===== src/rtl/i2c_responder_pkg.sv =====
// Shared definitions for the WM8731-style I2C write-only responder.
// Contents: FSM state enum, device address default, codec register index
// constants and the power-on default value of each register.
package i2c_responder_pkg;

    typedef enum logic [2:0] {
        ST_IDLE,
        ST_ADDR,
        ST_ACK_ADDR,
        ST_REG,
        ST_ACK_REG,
        ST_DATA,
        ST_ACK_DATA,
        ST_IGNORE
    } state_t;

    localparam logic [6:0] DEV_ADDR_DEFAULT = 7'h1A;

    // Implemented codec registers R0..R9; 15 is the write-only RESET register.
    localparam int NUM_REGS = 10;
    localparam logic [6:0] REG_R0 = 7'd0;
    localparam logic [6:0] REG_R1 = 7'd1;
    localparam logic [6:0] REG_R2 = 7'd2;
    localparam logic [6:0] REG_R3 = 7'd3;
    localparam logic [6:0] REG_R4 = 7'd4;
    localparam logic [6:0] REG_R5 = 7'd5;
    localparam logic [6:0] REG_R6 = 7'd6;
    localparam logic [6:0] REG_R7 = 7'd7;
    localparam logic [6:0] REG_R8 = 7'd8;
    localparam logic [6:0] REG_R9 = 7'd9;
    localparam logic [6:0] REG_RESET = 7'd15;

    function automatic logic [8:0] reg_default(input logic [3:0] idx);
        logic [8:0] val;
        case (idx)
            4'd0:    val = 9'h097;
            4'd1:    val = 9'h097;
            4'd2:    val = 9'h079;
            4'd3:    val = 9'h079;
            4'd4:    val = 9'h00A;
            4'd5:    val = 9'h008;
            4'd6:    val = 9'h09F;
            4'd7:    val = 9'h00A;
            default: val = 9'h000;
        endcase
        return val;
    endfunction

endpackage


===== src/rtl/i2c_responder_if.sv =====
// I2C wire bundle between an initiator and the responder.
//   I2C_SCLK    : bus clock driven by the initiator
//   I2C_SDAT_IN : resolved SDA level as seen on the wire
//   sdat_oe     : responder open-drain enable (1 = pull SDA low)
interface i2c_responder_if;
    logic I2C_SCLK;
    logic I2C_SDAT_IN;
    logic sdat_oe;

    modport slave  (input I2C_SCLK, input I2C_SDAT_IN, output sdat_oe);
    modport master (output I2C_SCLK, output I2C_SDAT_IN, input sdat_oe);
endinterface


===== src/rtl/i2c_bus_sync.sv =====
// Synchronizes SCL/SDA into the CLK50 domain and detects bus events.
// Ports:
//   CLK50, RESET_KEY       : clock, async active-low reset
//   scl_pin, sda_pin       : raw bus levels
//   scl_rise, scl_fall     : one-cycle pulses on synchronized SCL edges
//   start, stop            : one-cycle pulses for START / STOP conditions
//   sda_s                  : synchronized SDA level
// SYNC_STAGES must be at least 2.
module i2c_bus_sync #(
    parameter int SYNC_STAGES = 2
) (
    input  logic CLK50,
    input  logic RESET_KEY,
    input  logic scl_pin,
    input  logic sda_pin,
    output logic scl_rise,
    output logic scl_fall,
    output logic start,
    output logic stop,
    output logic sda_s
);

    logic [SYNC_STAGES-1:0] scl_sync;
    logic [SYNC_STAGES-1:0] sda_sync;
    logic                   scl_d;
    logic                   sda_d;
    logic                   scl_s;

    // Reset to 1 so the idle bus level produces no spurious edge.
    always_ff @(posedge CLK50 or negedge RESET_KEY) begin
        if (!RESET_KEY) begin
            scl_sync <= '1;
            sda_sync <= '1;
            scl_d    <= 1'b1;
            sda_d    <= 1'b1;
        end else begin
            scl_sync <= {scl_sync[SYNC_STAGES-2:0], scl_pin};
            sda_sync <= {sda_sync[SYNC_STAGES-2:0], sda_pin};
            scl_d    <= scl_sync[SYNC_STAGES-1];
            sda_d    <= sda_sync[SYNC_STAGES-1];
        end
    end

    assign scl_s    = scl_sync[SYNC_STAGES-1];
    assign sda_s    = sda_sync[SYNC_STAGES-1];
    assign scl_rise = scl_s & ~scl_d;
    assign scl_fall = ~scl_s & scl_d;

    // START/STOP need SCL high and stable across both samples, so an SDA
    // change coinciding with an SCL edge is treated as an SCL edge only.
    assign start = scl_s & scl_d & sda_d & ~sda_s;
    assign stop  = scl_s & scl_d & ~sda_d & sda_s;

endmodule


===== src/rtl/i2c_responder.sv =====
// Write-only I2C responder modelling the WM8731 codec control port.
// Accepts 3-byte frames {addr+W, reg_addr[6:0]+data[8], data[7:0]}.
// Ports:
//   CLK50, RESET_KEY : 50 MHz clock, async active-low reset
//   bus (slave)      : I2C_SCLK, I2C_SDAT_IN in; sdat_oe out (ACK pull-down)
//   rd_addr/rd_data  : combinational register-file read (0 above R9)
//   wr_strobe        : one-cycle valid for a committed write; there is no
//                      ready, the consumer must take wr_addr/wr_data then
//   wr_addr/wr_data  : address and data of the last committed write
//   nack_count       : saturating count of NACKed bytes
//   busy             : high from START until STOP/abort
//   state_dbg        : current FSM state
module i2c_responder
    import i2c_responder_pkg::*;
#(
    parameter logic [6:0] DEV_ADDR    = DEV_ADDR_DEFAULT,
    parameter int         SYNC_STAGES = 2
) (
    input  logic                  CLK50,
    input  logic                  RESET_KEY,
    i2c_responder_if.slave        bus,
    input  logic [3:0]            rd_addr,
    output logic [8:0]            rd_data,
    output logic                  wr_strobe,
    output logic [6:0]            wr_addr,
    output logic [8:0]            wr_data,
    output logic [7:0]            nack_count,
    output logic                  busy,
    output state_t                state_dbg
);

    logic scl_rise, scl_fall, start, stop, sda_s;

    i2c_bus_sync #(.SYNC_STAGES(SYNC_STAGES)) u_sync (
        .CLK50    (CLK50),
        .RESET_KEY(RESET_KEY),
        .scl_pin  (bus.I2C_SCLK),
        .sda_pin  (bus.I2C_SDAT_IN),
        .scl_rise (scl_rise),
        .scl_fall (scl_fall),
        .start    (start),
        .stop     (stop),
        .sda_s    (sda_s)
    );

    state_t      state, state_n;
    logic [3:0]  bit_cnt, bit_cnt_n;
    logic        oe_q, oe_n;
    logic        rise_seen;
    logic        bit_fall;
    logic        commit, nack_inc, latch_reg;
    logic [7:0]  shift;
    logic [6:0]  reg_addr;
    logic        data_msb;
    logic [8:0]  commit_data;
    logic [8:0]  regs [NUM_REGS];

    // The SCL fall that follows a START is not the end of a bit; only a fall
    // preceded by a rise in the current bit advances the counter.
    assign bit_fall    = scl_fall & rise_seen;
    assign commit_data = {data_msb, shift[6:0], sda_s};

    always_ff @(posedge CLK50 or negedge RESET_KEY) begin
        if (!RESET_KEY) begin
            state   <= ST_IDLE;
            bit_cnt <= 4'd0;
            oe_q    <= 1'b0;
        end else begin
            state   <= state_n;
            bit_cnt <= bit_cnt_n;
            oe_q    <= oe_n;
        end
    end

    always_comb begin
        state_n   = state;
        bit_cnt_n = bit_cnt;
        oe_n      = oe_q;
        commit    = 1'b0;
        nack_inc  = 1'b0;
        latch_reg = 1'b0;
        if (start) begin
            state_n   = ST_ADDR;
            bit_cnt_n = 4'd0;
            oe_n      = 1'b0;
        end else if (stop) begin
            state_n   = ST_IDLE;
            bit_cnt_n = 4'd0;
            oe_n      = 1'b0;
        end else begin
            case (state)
                ST_ADDR, ST_REG, ST_DATA: begin
                    if (state == ST_DATA && scl_rise && bit_cnt == 4'd7)
                        commit = 1'b1;
                    if (bit_fall) begin
                        if (bit_cnt == 4'd7) begin
                            bit_cnt_n = 4'd8;
                            if (state == ST_ADDR) begin
                                if (shift == {DEV_ADDR, 1'b0}) begin
                                    state_n = ST_ACK_ADDR;
                                    oe_n    = 1'b1;
                                end else begin
                                    // Enter IGNORE at bit 8 so the NACK is
                                    // counted on this byte's 9th rise.
                                    state_n = ST_IGNORE;
                                end
                            end else if (state == ST_REG) begin
                                state_n   = ST_ACK_REG;
                                oe_n      = 1'b1;
                                latch_reg = 1'b1;
                            end else begin
                                state_n = ST_ACK_DATA;
                                oe_n    = 1'b1;
                            end
                        end else begin
                            bit_cnt_n = bit_cnt + 4'd1;
                        end
                    end
                end
                ST_ACK_ADDR, ST_ACK_REG, ST_ACK_DATA: begin
                    if (bit_fall) begin
                        oe_n      = 1'b0;
                        bit_cnt_n = 4'd0;
                        if (state == ST_ACK_ADDR)     state_n = ST_REG;
                        else if (state == ST_ACK_REG) state_n = ST_DATA;
                        else                          state_n = ST_IGNORE;
                    end
                end
                ST_IGNORE: begin
                    if (scl_rise && bit_cnt == 4'd8)
                        nack_inc = 1'b1;
                    if (bit_fall)
                        bit_cnt_n = (bit_cnt == 4'd8) ? 4'd0 : bit_cnt + 4'd1;
                end
                default: ;
            endcase
        end
    end

    always_ff @(posedge CLK50 or negedge RESET_KEY) begin
        if (!RESET_KEY) begin
            rise_seen  <= 1'b0;
            shift      <= 8'd0;
            reg_addr   <= 7'd0;
            data_msb   <= 1'b0;
            wr_strobe  <= 1'b0;
            wr_addr    <= 7'd0;
            wr_data    <= 9'd0;
            nack_count <= 8'd0;
            for (int i = 0; i < NUM_REGS; i++)
                regs[i] <= reg_default(4'(i));
        end else begin
            wr_strobe <= commit;
            if (start || stop || scl_fall) rise_seen <= 1'b0;
            else if (scl_rise)              rise_seen <= 1'b1;
            if (scl_rise)
                shift <= {shift[6:0], sda_s};
            if (latch_reg)
                {reg_addr, data_msb} <= shift;
            if (nack_inc && nack_count != 8'hFF)
                nack_count <= nack_count + 8'd1;
            if (commit) begin
                wr_addr <= reg_addr;
                wr_data <= commit_data;
                if (reg_addr == REG_RESET) begin
                    for (int i = 0; i < NUM_REGS; i++)
                        regs[i] <= reg_default(4'(i));
                end else if (reg_addr < 7'(NUM_REGS)) begin
                    regs[reg_addr[3:0]] <= commit_data;
                end
            end
        end
    end

    assign rd_data     = (rd_addr < 4'(NUM_REGS)) ? regs[rd_addr] : 9'd0;
    assign bus.sdat_oe = oe_q;
    assign busy        = (state != ST_IDLE);
    assign state_dbg   = state;

endmodule


===== src/flat_wrapper.sv =====
// flat-port wrapper written by rule: the top's interface ports become plain ports
module i2c_responder_flat import i2c_responder_pkg::*;
#(
    parameter logic [6:0] DEV_ADDR    = DEV_ADDR_DEFAULT,
    parameter int         SYNC_STAGES = 2
)
  (CLK50, RESET_KEY, rd_addr, rd_data, wr_strobe, wr_addr, wr_data, nack_count, busy, state_dbg, bus_I2C_SCLK, bus_I2C_SDAT_IN, bus_sdat_oe);
  i2c_responder_if bus_i ();
  input  logic CLK50;
  input  logic RESET_KEY;
  input  logic [3:0] rd_addr;
  output logic [8:0] rd_data;
  output logic wr_strobe;
  output logic [6:0] wr_addr;
  output logic [8:0] wr_data;
  output logic [7:0] nack_count;
  output logic busy;
  output state_t state_dbg;
  input wire logic [$bits(bus_i.I2C_SCLK)-1:0] bus_I2C_SCLK;
  input wire logic [$bits(bus_i.I2C_SDAT_IN)-1:0] bus_I2C_SDAT_IN;
  output wire logic [$bits(bus_i.sdat_oe)-1:0] bus_sdat_oe;
  assign bus_i.I2C_SCLK = bus_I2C_SCLK;
  assign bus_i.I2C_SDAT_IN = bus_I2C_SDAT_IN;
  assign bus_sdat_oe = bus_i.sdat_oe;
  i2c_responder #(.DEV_ADDR(DEV_ADDR), .SYNC_STAGES(SYNC_STAGES)) u_core (.CLK50(CLK50), .RESET_KEY(RESET_KEY), .bus(bus_i), .rd_addr(rd_addr), .rd_data(rd_data), .wr_strobe(wr_strobe), .wr_addr(wr_addr), .wr_data(wr_data), .nack_count(nack_count), .busy(busy), .state_dbg(state_dbg));
endmodule

===== config.mk =====
export PLATFORM = sky130hd
export DESIGN_NAME = i2c_responder_flat
export DESIGN_NICKNAME = d
export VERILOG_FILES = /design/src/rtl/i2c_responder_pkg.sv /design/src/rtl/i2c_responder_if.sv /design/src/rtl/i2c_bus_sync.sv /design/src/rtl/i2c_responder.sv /design/src/flat_wrapper.sv
export SDC_FILE = /design/constraint.sdc
export NUM_CORES = 1
export LEC_CHECK = 0
export ABC_AREA = 1
export CAP_MARGIN = 20
export CORE_MARGIN = 10
export CORE_UTILIZATION = 35
export DETAILED_ROUTE_END_ITERATION = 6
export HOLD_SLACK_MARGIN = 0.02
export PLACE_DENSITY_LB_ADDON = 0.1
export SLEW_MARGIN = 20
export SYNTH_ARGS = -nofsm -noshare
export SYNTH_HDL_FRONTEND = slang
export SYNTH_SLANG_ARGS = --single-unit

===== constraint.sdc =====
create_clock -name CLK50 -period 1.8 [get_ports CLK50]
set_input_delay 0.18 -clock CLK50 [delete_from_list [all_inputs] [get_ports CLK50]]
set_output_delay 0.18 -clock CLK50 [all_outputs]
set_load 0.02 [all_outputs]

==> results by group <==
Floorplan
  • Die Y: 163 µm
  • Die Footprint: 26600 µm²
  • Core ar.: 20200 µm²
  • Num ports: 47
  • Chip Width: 163 µm
  • # rows: 52
  • Effective utilization at floorplan: 35.5%

STA
  • Final hold slack: 0.167 ns
  • Slew HR: 67.9%
  • RSZ-0062 raised after global routing: true
  • Fmax: 557 MHz
  • Fin crit period: 1.80 ns
  • Final setup violation count: 0
  • Slew @ Worst Pin: 0.481 ns
  • Final Hold Fails: 0
  • Worst setup skew after layout: 0.00722 ns
  • Final Max Tran Viols: 0
  • Final Cycle Share: 99.8%

Setup path
  • Critical Path Source: u_core.regs[48]$_DFFE_PN1P_
  • Worst R2R Start: u_core.bit_cnt[1]$_DFFE_PN0P_
  • Largest stage delay, worst path: 0.56 ns
  • R2r worst-path depth: 10
  • Worst setup SP type: flip-flop
  • Slowest cell on the critical path: dfstp_2
  • Crit path DAT: 1.62 ns
  • CP Max Fanout: 2
  • Data required time of the worst path: 1.62 ns
  • R2R Path End: u_core.regs[55]$_DFFE_PN0P_
  • Setup crit end kind: output pin
  • Setup CP Type: reg2out
  • R2r setup slk: 0.11 ns
  • CP cell instances: nor2_2 -> nor2_1 -> o21ai_1 -> o211ai_1 -> nand3_1 -> nand2_1 -> buf_6

Synth
  • Sequential area share after synthesis: 51.7%
  • Syn avg cell area: 7.80 µm²
  • Cell count after synthesis: 918
  • Synthesized area: 7160 µm²
  • Synth top area cells: dfrtp_1, nand2_1, dfstp_2
  • Post-synth net total: 929
  • Cell taking the most area after synthesis: dfrtp_1
  • Yosys warns: 0
  • Yosys reg bits: 146
  • Share of the synthesized area in the top cell type: 38.1%
  • Count of different cell masters after synthesis: 34

Global route
  • GR Util All Layers: 16.4%
  • First-pass GRT wire length: 34.1 mm
  • Initial antenna violation count: 0
  • Vias in the first global route: 6095
  • Overflow after GRT: 0
  • Largest net degree at the start of global routing: 46

Clocking
  • CTS Buf Count: 17
  • Total clock sinks: 146
  • H-tree depth: 4
  • Clock Latency Late Sink: 0.42 ns
  • CTS tree: yes
  • CTS Root Cell: clkbuf_16
  • Clk slew on worst S/H paths: 0.06 ns
  • Clock buffer depth: 2

Finish
  • Area grow syn2layout: 29.2%
  • Final non-filler cell total: 1312
  • Commonest cells after routing, fill and taps aside: nand2_1, dfrtp_1, o21ai_0
  • Most common cell after layout, fill and taps aside: nand2_1
  • Number of antenna diodes: 0
  • Final nets: 1040
  • Share of cells above drive strength 1: 20.2%

Run
  • Max Cap Viol: 0

Placement
  • Placed wire-length estimate: 15.5 mm
  • GPL Wtd Cong: 0.861
  • Placed cell count: 1270
  • PortBufs: 46

Route
  • Final ANT Viol Nets: 0
  • Via-to-Cell Ratio: 4.81
  • Total length of routed wires: 21.9 mm
  • DRC errors left: 0
  • Routed wire per std cell: 16.7 µm
  • Via count: 6311
  • Drt initial violations: 350
  • First-pass DRT Iterations: 5

Run status
  • Run status: finished clean

Pwr
  • Max VDD drop: 946 µV
  • PwrDens: 870 nW/µm²
  • Leakage Power: 4.51 nW

Worst hold path
  • Hold path cells: 1
  • HP Class: in2reg
  • Hold Startpoint: bus_I2C_SDAT_IN
  • Hold endpoint: u_core.u_sync.sda_sync[0]$_DFF_PN1_
cells by family (layout without fill, tap and decap cells):
logic type / count (synthesis) / in the layout / share of synthesized area [%]
AND/OR/NAND/NOR: 593 / 595 / 35.6
XOR/XNOR: 6 / 6 / 0.734
adder cells (fa/ha/maj): 3 / 3 / 0.524
buffers and inverters: 79 / 201 / 4.54
AO/OA/AOI/OAI: 91 / 91 / 6.97
flip-flops: 146 / 146 / 51.7
per-layer routing:
metal / routed length (µm) / track usage [%] / vias to the layer above
li1: - / - / 3145
met1: 10000 / 21.6 / 2994
met2: 10500 / 26.4 / 147
met3: 957 / 3.05 / 25
met4: 423 / 5.82 / 0
met5: 0 / 0 / -
report_power, final:
part	leakage, nW	internal (mW)	switching [mW]
clock network	0.251	1.94	1.43
logic	2.37	0.461	0.762
registers	1.89	3.40	0.0624
registers in the layout, summed over array words and instances (netlist names):
register	cells
u_core.rise_seen	1
u_core.reg_addr	7
u_core.u_sync.sda_d	1
u_core.wr_data	9
u_core.state_dbg	3
u_core.data_msb	1
u_core.u_sync.scl_d	1
u_core.nack_count	8
u_core.bus.sdat_oe	1
u_core.regs	90
u_core.u_sync.sda_sync	2
u_core.wr_strobe	1
u_core.u_sync.scl_sync	2
u_core.shift	8
u_core.wr_addr	7
u_core.bit_cnt	4
cells in the mapped netlist:
master,count
nor2_2,7
clkinv_1,5
inv_1,44
a21oi_2,1
buf_1,1
buf_4,1
nor3_1,3
dfstp_2,37
inv_2,4
a31oi_1,5
xor2_1,3
xnor2_1,3
dfrtp_1,109
clkinv_2,1
nor2_1,67
nand4_1,2
o211ai_1,10
a21oi_1,6
nand2_4,1
nand2_8,1
nor2_4,6
nand3_2,5
clkbuf_1,14
ha_1,3
o22ai_1,1
o21ai_2,2
o21ai_0,66
buf_2,7
nand2_2,3
nand2_1,422
nand3_1,67
nand3b_1,2
buf_6,2
nand3_4,7
final cells by class:
class,instances,area [µm²]
Fill cell,2065,10900
Timing Repair Buffer,115,1170
Inverter,54,209
Tap cell,270,338
Clock inverter,12,110
Clock buffer,20,447
Multi-Input combinational cell,695,3280
Sequential cell,146,3700
worst max-delay path, delay by kind of cell, from the launching register on:
family / cells / cell delay (ns)
flops: 1 / 0.56
buf+inv: 1 / 0.12
simple gates: 4 / 0.39
compound gates: 2 / 0.15
stage by stage:
stage	cell area [µm²]	setup WS [ns]	setup TNS (ns)	power [mW]	utilization, %
2_1_floorplan	7160	0.231	0	4.15	-
3_3_place_gp	8420	-0.592	-4.85	4.74	41.8
3_5_place_dp	8420	-0.584	-4.71	4.73	41.8
4_1_cts	8970	-0.0234	-0.0234	8.13	44.5
5_1_grt	9250	-0.103	-0.401	8.45	45.9
6_report	9250	0.00346	0	8.05	45.9
worst max-delay path by stage:
stage | endpoint | slack, ns | depth (start not counted)
5_1_grt | rd_data[3] | -0.10 | 7
3_3_place_gp | rd_data[3] | -0.59 | 7
2_1_floorplan | u_core.regs[32]$_DFFE_PN0P_ | 0.23 | 8
4_1_cts | rd_data[3] | -0.02 | 7
3_5_place_dp | rd_data[3] | -0.58 | 7
6_report | rd_data[3] | 0.003 | 7
timing repair:
action,4_1_cts,5_1_grt
hold buffers,1,0
pin swaps,1,16
setup buffers,0,4
gates cloned,0,5
setup endpoints to repair,10,82
resized for setup,50,44
endpoints found under the hold margin,29,0
Power figures use the tool's default switching activity.
